### src/rtl/exchange_scheduler.sv
// Replica-exchange round controller: alternates even/odd pairing, makes the Metropolis
// accept decision per pair, issues exchange commands, times the route transfer, arbitrates host reads.
module exchange_scheduler #(
  parameter int REPLICA_NUM = 8,
  parameter int CITY_DIV    = 8,
  parameter int PIPE_LAT    = 3,
  parameter int DW          = 24
) (
  input  logic                              clk,
  input  logic                              reset,
  input  logic                              start,
  input  logic [(REPLICA_NUM-1)*DW-1:0]     delta_e,
  input  logic [(REPLICA_NUM-1)*DW-1:0]     thresh,
  output logic [REPLICA_NUM*2-1:0]          ex_command,
  output logic                              busy,
  output logic                              done,
  output logic                              phase,
  output logic [REPLICA_NUM-2:0]            ex_flag,
  output logic [$clog2(REPLICA_NUM):0]      acc_count,
  output logic [31:0]                       total_acc,
  input  logic                              host_req,
  output logic                              host_gnt
);

  localparam int NPAIR = REPLICA_NUM - 1;
  localparam int ACC_W = $clog2(REPLICA_NUM) + 1;
  localparam int CNT_W = $clog2(CITY_DIV + PIPE_LAT) + 1;
  localparam logic [CNT_W-1:0] BEAT_LAST = CNT_W'(CITY_DIV + PIPE_LAT - 1);

  typedef enum logic [1:0] {
    CMD_NOP  = 2'd0,
    CMD_SELF = 2'd1,
    CMD_PREV = 2'd2,
    CMD_FOLW = 2'd3
  } exchange_command_t;

  typedef enum logic [2:0] {
    S_IDLE,
    S_DECIDE,
    S_ISSUE,
    S_XFER,
    S_FIN
  } state_e;

  state_e                   state_q;
  logic                     pend_q;
  logic [CNT_W-1:0]         beat_q;
  logic                     phase_q;
  logic                     busy_q;
  logic                     done_q;
  logic [REPLICA_NUM*2-1:0] ex_command_q;
  logic [NPAIR-1:0]         ex_flag_q;
  logic [ACC_W-1:0]         acc_count_q;
  logic [31:0]              total_acc_q;
  logic                     host_gnt_q;

  logic [NPAIR-1:0]         accept_d;
  logic [ACC_W-1:0]         acc_cnt_d;
  logic [REPLICA_NUM-1:0]   lower_acc;
  logic [REPLICA_NUM-1:0]   upper_acc;
  logic [REPLICA_NUM*2-1:0] cmd_d;
  logic [32:0]              total_sum;
  logic [31:0]              total_acc_d;

  // Metropolis decision for the pairing of the round now in DECIDE (phase already toggled).
  always_comb begin
    // NOTE: every combinational output gets a default first so no path can infer a latch.
    accept_d    = '0;
    acc_cnt_d   = '0;
    cmd_d       = '0;
    total_acc_d = total_acc_q;
    for (int i = 0; i < NPAIR; i++) begin
      if (((i % 2) == int'(phase_q)) &&
          ($signed(delta_e[i*DW +: DW]) <= $signed(thresh[i*DW +: DW]))) begin
        accept_d[i] = 1'b1;
        acc_cnt_d   = acc_cnt_d + ACC_W'(1);
      end
    end
    // Replica r is the lower member of pair r and the upper member of pair r-1.
    lower_acc = {1'b0, accept_d};
    upper_acc = {accept_d, 1'b0};
    for (int r = 0; r < REPLICA_NUM; r++) begin
      cmd_d[r*2 +: 2] = lower_acc[r] ? CMD_FOLW : (upper_acc[r] ? CMD_PREV : CMD_SELF);
    end
    total_sum = {1'b0, total_acc_q} + {{(33-ACC_W){1'b0}}, acc_cnt_d};
    if (state_q == S_DECIDE) begin
      total_acc_d = total_sum[32] ? 32'hFFFF_FFFF : total_sum[31:0];
    end
  end

  // NOTE: all state and registered outputs update with non-blocking assignments only.
  always_ff @(posedge clk) begin
    if (reset) begin
      state_q      <= S_IDLE;
      pend_q       <= 1'b0;
      beat_q       <= '0;
      phase_q      <= 1'b1;
      busy_q       <= 1'b0;
      done_q       <= 1'b0;
      ex_command_q <= '0;
      ex_flag_q    <= '0;
      acc_count_q  <= '0;
      total_acc_q  <= '0;
      host_gnt_q   <= 1'b0;
    end else begin
      done_q       <= 1'b0;
      ex_command_q <= '0;
      host_gnt_q   <= 1'b0;
      total_acc_q  <= total_acc_d;
      case (state_q)
        S_IDLE: begin
          host_gnt_q <= host_req;
          if ((start || pend_q) && !host_gnt_q && !host_req) begin
            state_q <= S_DECIDE;
            phase_q <= ~phase_q;
            pend_q  <= 1'b0;
            busy_q  <= 1'b1;
          end else if (start) begin
            pend_q <= 1'b1;
          end
        end
        S_DECIDE: begin
          ex_flag_q    <= accept_d;
          acc_count_q  <= acc_cnt_d;
          ex_command_q <= cmd_d;
          state_q      <= S_ISSUE;
        end
        S_ISSUE: begin
          beat_q  <= '0;
          state_q <= S_XFER;
        end
        S_XFER: begin
          if (beat_q == BEAT_LAST) begin
            beat_q  <= '0;
            done_q  <= 1'b1;
            state_q <= S_FIN;
          end else begin
            beat_q <= beat_q + CNT_W'(1);
          end
        end
        S_FIN: begin
          busy_q  <= 1'b0;
          state_q <= S_IDLE;
        end
        default: state_q <= S_IDLE;
      endcase
    end
  end

  assign ex_command = ex_command_q;
  assign busy       = busy_q;
  assign done       = done_q;
  assign phase      = phase_q;
  assign ex_flag    = ex_flag_q;
  assign acc_count  = acc_count_q;
  assign total_acc  = total_acc_q;
  assign host_gnt   = host_gnt_q;

endmodule
### config.mk
export PLATFORM = sky130hd
export DESIGN_NAME = exchange_scheduler
export DESIGN_NICKNAME = d
export VERILOG_FILES = /design/src/rtl/exchange_scheduler.sv
export SDC_FILE = /design/constraint.sdc
export NUM_CORES = 1
export LEC_CHECK = 0
export ABC_AREA = 1
export CELL_PAD_IN_SITES_DETAIL_PLACEMENT = 1
export CELL_PAD_IN_SITES_GLOBAL_PLACEMENT = 1
export CORE_UTILIZATION = 28
export DETAILED_ROUTE_END_ITERATION = 7
export PLACE_DENSITY_LB_ADDON = 0.1
export SYNTH_ARGS = -nofsm -noshare
export SYNTH_HDL_FRONTEND = slang
export SYNTH_SLANG_ARGS = --single-unit
### constraint.sdc
create_clock -name clk -period 7.84 [get_ports clk]
set_input_delay 1.176 -clock clk [delete_from_list [all_inputs] [get_ports clk]]
set_output_delay 1.176 -clock clk [all_outputs]
set_load 0.01 [all_outputs]
==> results of run 1 <==
-- where the power goes --
group	leakage [nW]	switching, W	total [W]	internal (W)
Combinational	5.64	0.000290	0.000609	0.000319
Clock	0.141	0.000156	0.000396	0.000240
Sequential	0.583	0.0000185	0.000409	0.000391
-- state kept, by name, indices dropped and copies added (netlist names) --
register / cells
total_acc: 32
ex_command: 16
ex_flag: 7
beat_q: 5
acc_count: 4
state_q: 3
busy: 1
done: 1
host_gnt: 1
pend_q: 1
phase: 1
-- path summary, 6_finish.rpt --
kind | from | end | slack, ns | cells past startpoint
setup / recovery | thresh[71] | total_acc[26]$_SDFFE_PP0P_ | 0.76 | 37
hold / removal | acc_count[2]$_SDFFE_PP0P_ | acc_count[2]$_SDFFE_PP0P_ | 0.46 | 2
setup reg to reg | phase$_SDFFE_PP1P_ | total_acc[26]$_SDFFE_PP0P_ | 2.30 | 27
hold reg to reg | acc_count[2]$_SDFFE_PP0P_ | acc_count[2]$_SDFFE_PP0P_ | 0.46 | 2
-- kinds of logic (layout without fill, tap and decap cells) --
| kind of cell | count (synthesis) | in the layout | share of synthesized area, % |
|---|---|---|---|
| xor+xnor | 20 | 20 | 2.18 |
| buf+inv | 294 | 704 | 13.9 |
| compound gates | 161 | 161 | 11.4 |
| fa+ha+maj | 179 | 179 | 28.0 |
| flops | 72 | 72 | 18.0 |
| simple gates | 482 | 482 | 26.5 |
| other cells | 0 | 4 | 0 |
-- cells in the final DEF (no fill, tap or decap), drive strengths merged, types with 7 or more instances in the layout --
master,count
o21ai,32
nor3,19
nor4,7
clkdlybuf4s50,402
dfxtp,72
nand4,33
nand3,47
a31oi,9
nor2,83
a21o,7
ha,178
xor2,14
a21oi,96
inv,285
nand2,286
clkbuf,9
-- layout make-up --
cell class | count | area share (%)
tap | 378 | 3.70
clock inverter | 5 | 0.392
multi-input combinational | 842 | 42.8
timing repair buffer | 403 | 31.6
clock buffer | 9 | 1.76
antenna | 4 | 0.0784
sequential | 72 | 11.3
inverter | 287 | 8.45
-- critical path, delay by kind of cell --
kind	cells	cell delay [ns]
and+or+nand+nor	21	2.96
adders and majority gates	6	1.88
buffers and inverters	6	0.72
AOI/OAI and AO/OA	4	0.59
-- Yosys cell counts, types with 3 or more instances --
library cell  instances  area [sq um]
a211oi_1              4          30.0
a21o_1                7          52.6
a21oi_1              90           450
a21oi_2               6          52.6
a221oi_1              3          26.3
a31oi_1               9          56.3
clkbuf_1              6          22.5
dfxtp_1              72          1440
ha_1                178          2230
inv_1               283          1060
nand2_1             283          1060
nand3_1              44           220
nand3_2               3          30.0
nand4_1              30           188
nor2_1               76           285
nor2_2                5          31.3
nor3_1               16          80.1
nor4_1                7          43.8
o21a_1                6          45.0
o21ai_0              27           135
o21ai_2               3          26.3
o21bai_1              3          22.5
xnor2_1               6          52.6
xor2_1               14           123
-- metal layers --
layer	GRT usage (%)	share of wire (%)
met1	20.7	38
met2	39.1	50
met4	5.16	1.9
met3	7.98	10
met5	0	0
-- per-stage QoR --
stage	cell area [sq um]	hold slack [ns]	cells	util [%]	setup WS [ns]
global placement	12500	0.436	1982	44.6	0.736
CTS	12800	0.458	1996	45.6	0.736
global route	12800	0.467	1999	45.6	0.0612
detailed placement	12500	0.447	1982	44.6	0.386
floorplan	8020	0.459	1208	-	1.73
finish	12800	0.456	2000	45.6	0.762
==> results_dict.tcl, run 1 <==
set metrics [dict create \
    grt_pass1_wl_um 46500 \
    die_w_um 171 \
    start_util_pct 28.6 \
    worstPathMaxFanout 7 \
    final_nets 2134 \
    regArea_sq_mm 0.00144 \
    relSlewSlack_pct 66.3 \
    ys_warn_count 0 \
    antenna_found_initial 3 \
    drc 0 \
    syn_nets 1727 \
    hpwl_um 27000 \
    synth_area_sq_mm 0.00802 \
    finalSetupTns_ns 0 \
    fin_skew_ns 0.00794 \
    cts_buffers 9 \
    slowest_stage "clkdlybuf4s50_1" \
    core_sq_mm 0.0280 \
    synth_ff_type "dfxtp_1" \
    area_growth_syn_to_layout_pct 59.3 \
    p_per_area_mw_per_mm2 111 \
    cap_violations 0 \
    async_flop_share_pct 0 \
    cts_tree "built" \
    htreeDepth 3 \
    gp_congestion 0.824 \
    netlist_instances 1208 \
    synth.avg_cell_area_sq_um 6.64 \
    core.rowCount 61 \
    insertion_delay_ns 0.34 \
    path_clk_slew_ns 0.06 \
    power.total_w 0.00141 \
    critPathArrivalTime_ns 7.33 \
    worstHoldPathType "flip-flop to flip-flop" \
    synth-seq-cells 72 \
    cts_hold_buf 0 \
    synth_cell_types 43 \
    drt-total-wl_um 30000 \
    fp.dieH_um 171 \
    grt_use_total_pct 20.5 \
    grt_max_degree 42 \
    routed_via_density 4.55 \
    status "completed" \
    yosysSeqAreaShare_pct 18.0 \
    finalCritPeriodShare_pct 90.3 \
    cts_resized 0 \
    vias 9095 \
    critical_path_class "input port to flip-flop" \
    clk_path_buf_depth 2 \
    crit_path_frequent_cell "nand2_1" \
    vdd_ir_drop_max_mv 0.0882 \
    crit_path_start_kind "input port" \
    rsz0062_at_grt "no" \
    io_buffers 402 \
    post_cts.repair.setup_buffers 0 \
    num-fill-cells 3585 \
    drtIter0Drc 186 \
    cts_root_buf "clkbuf_16" \
    ant_nets 0 \
    dr.pass1.iters 4 \
    max_slew.worst_pin.slew_ns 0.505 \
    fmax_ghz 0.141 \
    power.leakage_nw 6.36 \
    multi_input_area_sq_mm 0.00546 \
    period_needed_ns 7.08 \
    layout-drive-gt1-share_pct 2.97 \
    wl_per_cell_um 15.0 \
    first_global_vias 9290 \
    cp-end-kind "flip-flop" \
    crit_path_max_incr_delay_ns 0.45 \
    clock_sinks 72 \
    cp.required_ns 8.09 \
    die_area_sq_mm 0.0293 \
    io_pins 403 \
    hold_viol 0 \
    setup-violations-final 0 \
    synth_edf_count 0 \
    slew_violations 0 \
    overflow 0 \
]
(Power assumes the default switching activity.)
==> inputs of run 2 (changes only) <==
--- a/config.mk
+++ b/config.mk
@@ -9,6 +9,7 @@
 export CELL_PAD_IN_SITES_DETAIL_PLACEMENT = 1
 export CELL_PAD_IN_SITES_GLOBAL_PLACEMENT = 1
 export CORE_UTILIZATION = 28
+export CTS_CLUSTER_SIZE = 12
 export DETAILED_ROUTE_END_ITERATION = 7
 export PLACE_DENSITY_LB_ADDON = 0.1
 export SYNTH_ARGS = -nofsm -noshare
==> results of run 2 <==
No change in the layout: final DEF, timing and power equal those of run 1.
